--- src/rtl/mem_port_arbiter.sv ---
// mem_port_arbiter: shares one memory port between fetch (I) and load/store (D), one transaction at a time, with watchdog abort.
// Define ARB_ROUND_ROBIN_EN to alternate owners on ties; otherwise D wins every tie.
module mem_port_arbiter #(
    parameter int TIMEOUT = 16
) (
    input  logic        clk,
    input  logic        reset,
    input  logic        i_req,
    input  logic [31:0] i_addr,
    output logic        i_gnt,
    output logic        i_rvalid,
    output logic [31:0] i_rdata,
    input  logic        d_req,
    input  logic        d_we,
    input  logic [31:0] d_addr,
    input  logic [31:0] d_wdata,
    output logic        d_gnt,
    output logic        d_rvalid,
    output logic [31:0] d_rdata,
    output logic        err,
    output logic        sel,
    output logic        mem_req,
    output logic        mem_we,
    output logic [31:0] mem_addr,
    output logic [31:0] mem_wdata,
    input  logic        mem_ready,
    input  logic [31:0] mem_rdata
);
    localparam int CW = $clog2(TIMEOUT + 1);
    localparam logic [CW-1:0] LAST = CW'(TIMEOUT - 1);

    typedef enum logic [1:0] {IDLE, BUSY_I, BUSY_D} state_t;

    state_t        r_state;
    logic          r_sel;
    logic [CW-1:0] r_cnt;
    logic          w_busy_i, w_busy_d, w_busy, w_first, w_abort, w_done, w_win_d;

`ifdef ARB_ROUND_ROBIN_EN
    logic r_last;
    // r_last = 1 means D owned the port last; a tie goes to the other side
    assign w_win_d = d_req && (!i_req || !r_last);
`else
    assign w_win_d = d_req;
`endif

    always_ff @(posedge clk) begin
        if (!reset) begin
            r_state <= IDLE;
            r_sel   <= 1'b0;
            r_cnt   <= '0;
`ifdef ARB_ROUND_ROBIN_EN
            r_last  <= 1'b1;
`endif
        end else if (r_state == IDLE) begin
            if (i_req || d_req) begin
                r_state <= w_win_d ? BUSY_D : BUSY_I;
                r_sel   <= w_win_d;
                r_cnt   <= '0;
`ifdef ARB_ROUND_ROBIN_EN
                r_last  <= w_win_d;
`endif
            end
        end else if (w_done) begin
            r_state <= IDLE;
        end else begin
            r_cnt <= r_cnt + 1'b1;
        end
    end

    assign w_busy_i  = r_state == BUSY_I;
    assign w_busy_d  = r_state == BUSY_D;
    assign w_busy    = w_busy_i || w_busy_d;
    assign w_first   = w_busy && r_cnt == '0;
    assign w_abort   = w_busy && !mem_ready && r_cnt == LAST;
    assign w_done    = w_busy && (mem_ready || r_cnt == LAST);

    assign sel       = r_sel;
    assign i_gnt     = w_first && w_busy_i;
    assign d_gnt     = w_first && w_busy_d;
    assign i_rvalid  = w_done && w_busy_i;
    assign d_rvalid  = w_done && w_busy_d;
    assign i_rdata   = (w_busy_i && mem_ready) ? mem_rdata : '0;
    assign d_rdata   = (w_busy_d && mem_ready) ? mem_rdata : '0;
    assign err       = w_abort;
    assign mem_req   = w_busy;
    assign mem_we    = w_busy_d && d_we;
    assign mem_addr  = w_busy ? (r_sel ? d_addr : i_addr) : '0;
    assign mem_wdata = w_busy_d ? d_wdata : '0;
endmodule

--- config.mk ---
export PLATFORM = sky130hd
export DESIGN_NAME = mem_port_arbiter
export DESIGN_NICKNAME = d
export VERILOG_FILES = /design/src/rtl/mem_port_arbiter.sv
export SDC_FILE = /design/constraint.sdc
export NUM_CORES = 1
export LEC_CHECK = 0
export CAP_MARGIN = 15
export CORE_AREA = 2 2 106 108
export CTS_CLUSTER_DIAMETER = 200
export DETAILED_ROUTE_END_ITERATION = 8
export DIE_AREA = 0 0 108 110
export DONT_BUFFER_PORTS = 1
export SLEW_MARGIN = 30
export SYNTH_ARGS = -nofsm -noshare
export SYNTH_HDL_FRONTEND = slang
export SYNTH_SLANG_ARGS = --single-unit
export TNS_END_PERCENT = 5
--- constraint.sdc ---
create_clock -name clk -period 1.8 [get_ports clk]
set_input_delay 0.18 -clock clk [delete_from_list [all_inputs] [get_ports clk]]
set_output_delay 0.18 -clock clk [all_outputs]
set_load 0.1 [all_outputs]
==> results.md <==
- On the final layout, the worst clock skew is 0.00213 ns.
- The number of nets still failing antenna checks after routing is 0.
- The worst register-to-register path begins at r_cnt[1].
- The ratio of cells with drive above 1 in the final layout is 0.556.
- In this run the number of H-tree levels came out at 1.
- The total overflow left after global routing is 0.
- The number of buffers inserted for hold repair after clock tree synthesis is 0.
- The total routed wirelength is 8.95 mm.
- Dividing the detail-routed wire length by the instance count gives 17.5 um.
- Detailed placement finished with a half-perimeter wire length of about 7.5 mm.
- The number of clock buffers added by TritonCTS is 3.
- The startpoint kind of the worst setup timing path is a flip-flop.
- The tree is rooted in a sky130_fd_sc_hd__clkbuf_8.
- The required time of the critical path is 1.62 ns.
- The first global-routing pass estimated ~13 mm of wire.
- After routing the design area is 5040 um2.
- Before antenna repair, the detailed router went through 4 iterations.
- The largest single stage delay on the critical path is 0.35 ns.
- The post-layout worst setup margin is 0.0113 ns.
- Compared with the post-synthesis result, the final layout area differs by 189%.
- Of the total power, the share spent switching nets is 0.580.
- The longest clock path from root to sink contains 2 buffers.
- Of the available clock period, the critical path in the final layout requires 0.994.
- The share of total power dissipated in combinational logic is 0.858.
- The number of global-route vias before repair was ~2.4k.
- Adding up every negative setup slack in the final design gives 0 ns.
- In this run the cell area measured after placement is 4850 um2.
- The launch point of the worst path is r_cnt[1].
- The number of flops mapped to enable cells by yosys is 0.
- The achievable clock frequency is 559 MHz.
- The TritonCTS clock tree is yes.
- Clock-pin slew was measured on the worst setup and hold paths at 0.04 ns.
- The via count is 2339.
- The number of cell rows is 38.
- After the last flow step, the layout net total stands at between 500 and 600.
- Counting instances in the post-synthesis netlist gives the leading cell types as 65 x sky130_fd_sc_hd__and3_1, 37 x sky130_fd_sc_hd__and2_1, 34 x sky130_fd_sc_hd__nor2b_1.
- The worst setup path is captured at an output pin.
- The number of I/O pins is 270.
- Dividing the synthesized area by the synthesized cell count gives ~7.1 um2.
- The post-synthesis cell count is 247.
- At the end of the flow the core is filled with cells to 0.471.
- The worst IR drop on VDD is 0.533 mV.
- The dominant synthesized flop cell is sky130_fd_sc_hd__dfxtp_1.
- The largest individual stage delay along the critical path comes from the cell sky130_fd_sc_hd__dfxtp_4.
- The signal arrival time at the worst endpoint is about 1.6 ns.
- The share of the Yosys chip area taken by registers is 0.0918.
- Hold is met by 0.0740 ns.
- The start point of the worst hold path is reset.
- The area fraction of the dominant cell type after synthesis is 0.233.
- The repair_antennas step left the layout with diodes totalling 0.
- The area taken by flip-flops and latches is 174 um2.
- The weighted congestion reported at the end of routability-driven placement is about 0.79.
- In this run the tightest slew margin relative to its limit is 0.784.
- The run finished with clean final reports.
- The internal cell power is about 0.0013 W.
- Dividing total power by cell area gives a power density of around 600 nW/um2.
- The total number of yosys warnings is 0.
- The count of final hold-check violations is 0.
- The die covers 11900 um2.
- The clock sink total is 8.
- The global-route usage over all layers is 0.130.
- The library cell occupying the most area in the post-synthesis netlist is sky130_fd_sc_hd__and3_1.
- Sorting the synthesized cells by area gives the leading types as sky130_fd_sc_hd__and3_1 23%, sky130_fd_sc_hd__mux2i_1 18%, sky130_fd_sc_hd__and2_1 13%.
- In this run the static leakage power is 2.19 nW.
- For this configuration, the core starts out at a cell density of 0.163.
- The detailed router finished its first iteration with 112 violations.
- Setup repair after global routing could not meet its margin everywhere.
- The port buffer count is 0.
- The core region is 10700 um2.
- The critical-path maximum fanout is 3.
- The power spent charging and discharging nets is roughly 0.0018 W.
- From left edge to right edge, the die measures 108 um.
- The kind of critical path is reg -> out.
- Yosys instantiated no cell more often than sky130_fd_sc_hd__and3_1.
- The synthesized design contains 8 register bits.
- The final number of max-transition violations is 0.
- The pin slew with the least headroom to its limit is 0.315 ns.
- The share of total power dissipated in sequential elements is 0.066.
- The netlist area before placement is ~1700 um2.
- The worst setup slack after placement is between 0.06 and 0.07 ns.
- Setup violations remaining at the end of the flow were counted as 0.
- The average via count per standard cell is 4.57.
- The critical path goes through ha_4 > and3_4 > ha_4 > o21a_4 > and2_4 > buf_12.
- The number of remaining DRC errors is 0.
- The area of the multi-input gates is 1800 um2.
- For the worst-skew pair, the clock arrives at the later sink with an insertion delay of approximately 0.24 ns.
- Synthesis produced a netlist with a net count of 387.
- Entering global routing, the biggest net connects 68 pins.
- The worst hold path belongs to the class in -> reg.
- The minimum clock period after layout is 1.79 ns.
- The vertical die dimension is 110 um.
- The initial antenna violation count was 0.
- The count of fill cells added during filler insertion is 953.
- The number of maximum-capacitance constraint violations is 0.
- By instance count, the cell type seen most on the critical path is sky130_fd_sc_hd__ha_4.
- The number of unique standard cell types used by synthesis is 27.
- The proportion of synthesized flip-flops having asynchronous set or reset is 0.
- The fraction of power consumed by the clock network is 0.076.
routing by layer:
metal,wire (um),global-route usage
met1,3030,0.145
met2,5030,0.258
met3,814,0.0288
met4,70,0.0183
met5,0,0
final timing paths:
path,end,slack (ns),cells past startpoint
worst min register to register,r_cnt[4],0.55,2
worst max register to register,r_state[1],0.10,8
worst min-delay path,r_cnt[0],0.07,1
worst max-delay path,i_rvalid,0.01,6
stage by stage:
| step | cells | power [W] |
|---|---|---|
| after floorplan | 247 | 0.00200 |
| after global placement | 502 | 0.00280 |
| after detailed placement | 502 | 0.00285 |
| after CTS | 508 | 0.00310 |
| after global routing | 512 | 0.00320 |
| final | 512 | 0.00312 |
power groups by stage:
stage	Sequential (W)	Combinational, W	Clock, W
floorplan	0.000215	0.00178	0
global placement	0.000207	0.00260	0
detailed placement	0.000208	0.00264	0
CTS	0.000207	0.00265	0.000238
global route	0.000207	0.00274	0.000250
finish	0.000205	0.00267	0.000236
cell usage in the layout (no fill, tap or decap), types with 2 or more instances in the layout:
| master | n |
|---|---|
| sky130_fd_sc_hd__a21boi_0 | 2 |
| sky130_fd_sc_hd__nor2_1 | 3 |
| sky130_fd_sc_hd__dfxtp_1 | 3 |
| sky130_fd_sc_hd__inv_1 | 2 |
| sky130_fd_sc_hd__o21ai_0 | 3 |
| sky130_fd_sc_hd__nor2b_4 | 32 |
| sky130_fd_sc_hd__and2_1 | 32 |
| sky130_fd_sc_hd__nand4b_1 | 2 |
| sky130_fd_sc_hd__and3_4 | 4 |
| sky130_fd_sc_hd__and3_1 | 61 |
| sky130_fd_sc_hd__clkbuf_8 | 3 |
| sky130_fd_sc_hd__dfxtp_4 | 3 |
| sky130_fd_sc_hd__inv_2 | 2 |
| sky130_fd_sc_hd__ha_4 | 4 |
| sky130_fd_sc_hd__buf_12 | 138 |
| sky130_fd_sc_hd__buf_4 | 8 |
| sky130_fd_sc_hd__nand2_1 | 5 |
| sky130_fd_sc_hd__and2_4 | 4 |
| sky130_fd_sc_hd__mux2i_1 | 32 |
| sky130_fd_sc_hd__nand3_1 | 9 |
| sky130_fd_sc_hd__dfxtp_2 | 2 |
| sky130_fd_sc_hd__nor2b_1 | 2 |
| sky130_fd_sc_hd__ha_1 | 2 |
registers in the layout, summed over array words and instances, names as in the netlist:
signal and flops:
r_cnt 5, r_state 2, sel 1
worst max-delay path, delay by kind of cell, from the launching register on:
kind	cells	cell delay, ns
AND/OR/NAND/NOR	2	0.34
buffers and inverters	1	0.16
AO/OA/AOI/OAI	1	0.20
adder cells (fa/ha/maj)	2	0.32
flip-flops	1	0.35
cell type report:
cell class                 count  share of cell area
tap                          140              0.0347
sequential                     8              0.0345
clock buffer                   4             0.00894
inverter                       5             0.00422
timing repair buffer         146               0.560
multi-input combinational    209               0.358
cell families (layout without fill, tap and decap cells):
group	Yosys count	in the layout	synth area share
simple gates	161	161	0.565
mux	32	32	0.184
buf+inv	30	155	0.0760
compound gates	10	10	0.0402
flops	8	8	0.0918
fa+ha+maj	6	6	0.0430
what timing repair did:
item	in CTS	in global routing
pin swaps	2	5
setup endpoints to repair	4	14
setup buffers	2	4
endpoints found under the hold margin	0	0
resized for setup	13	13
No activity file was read; power rests on OpenSTA's default activity.
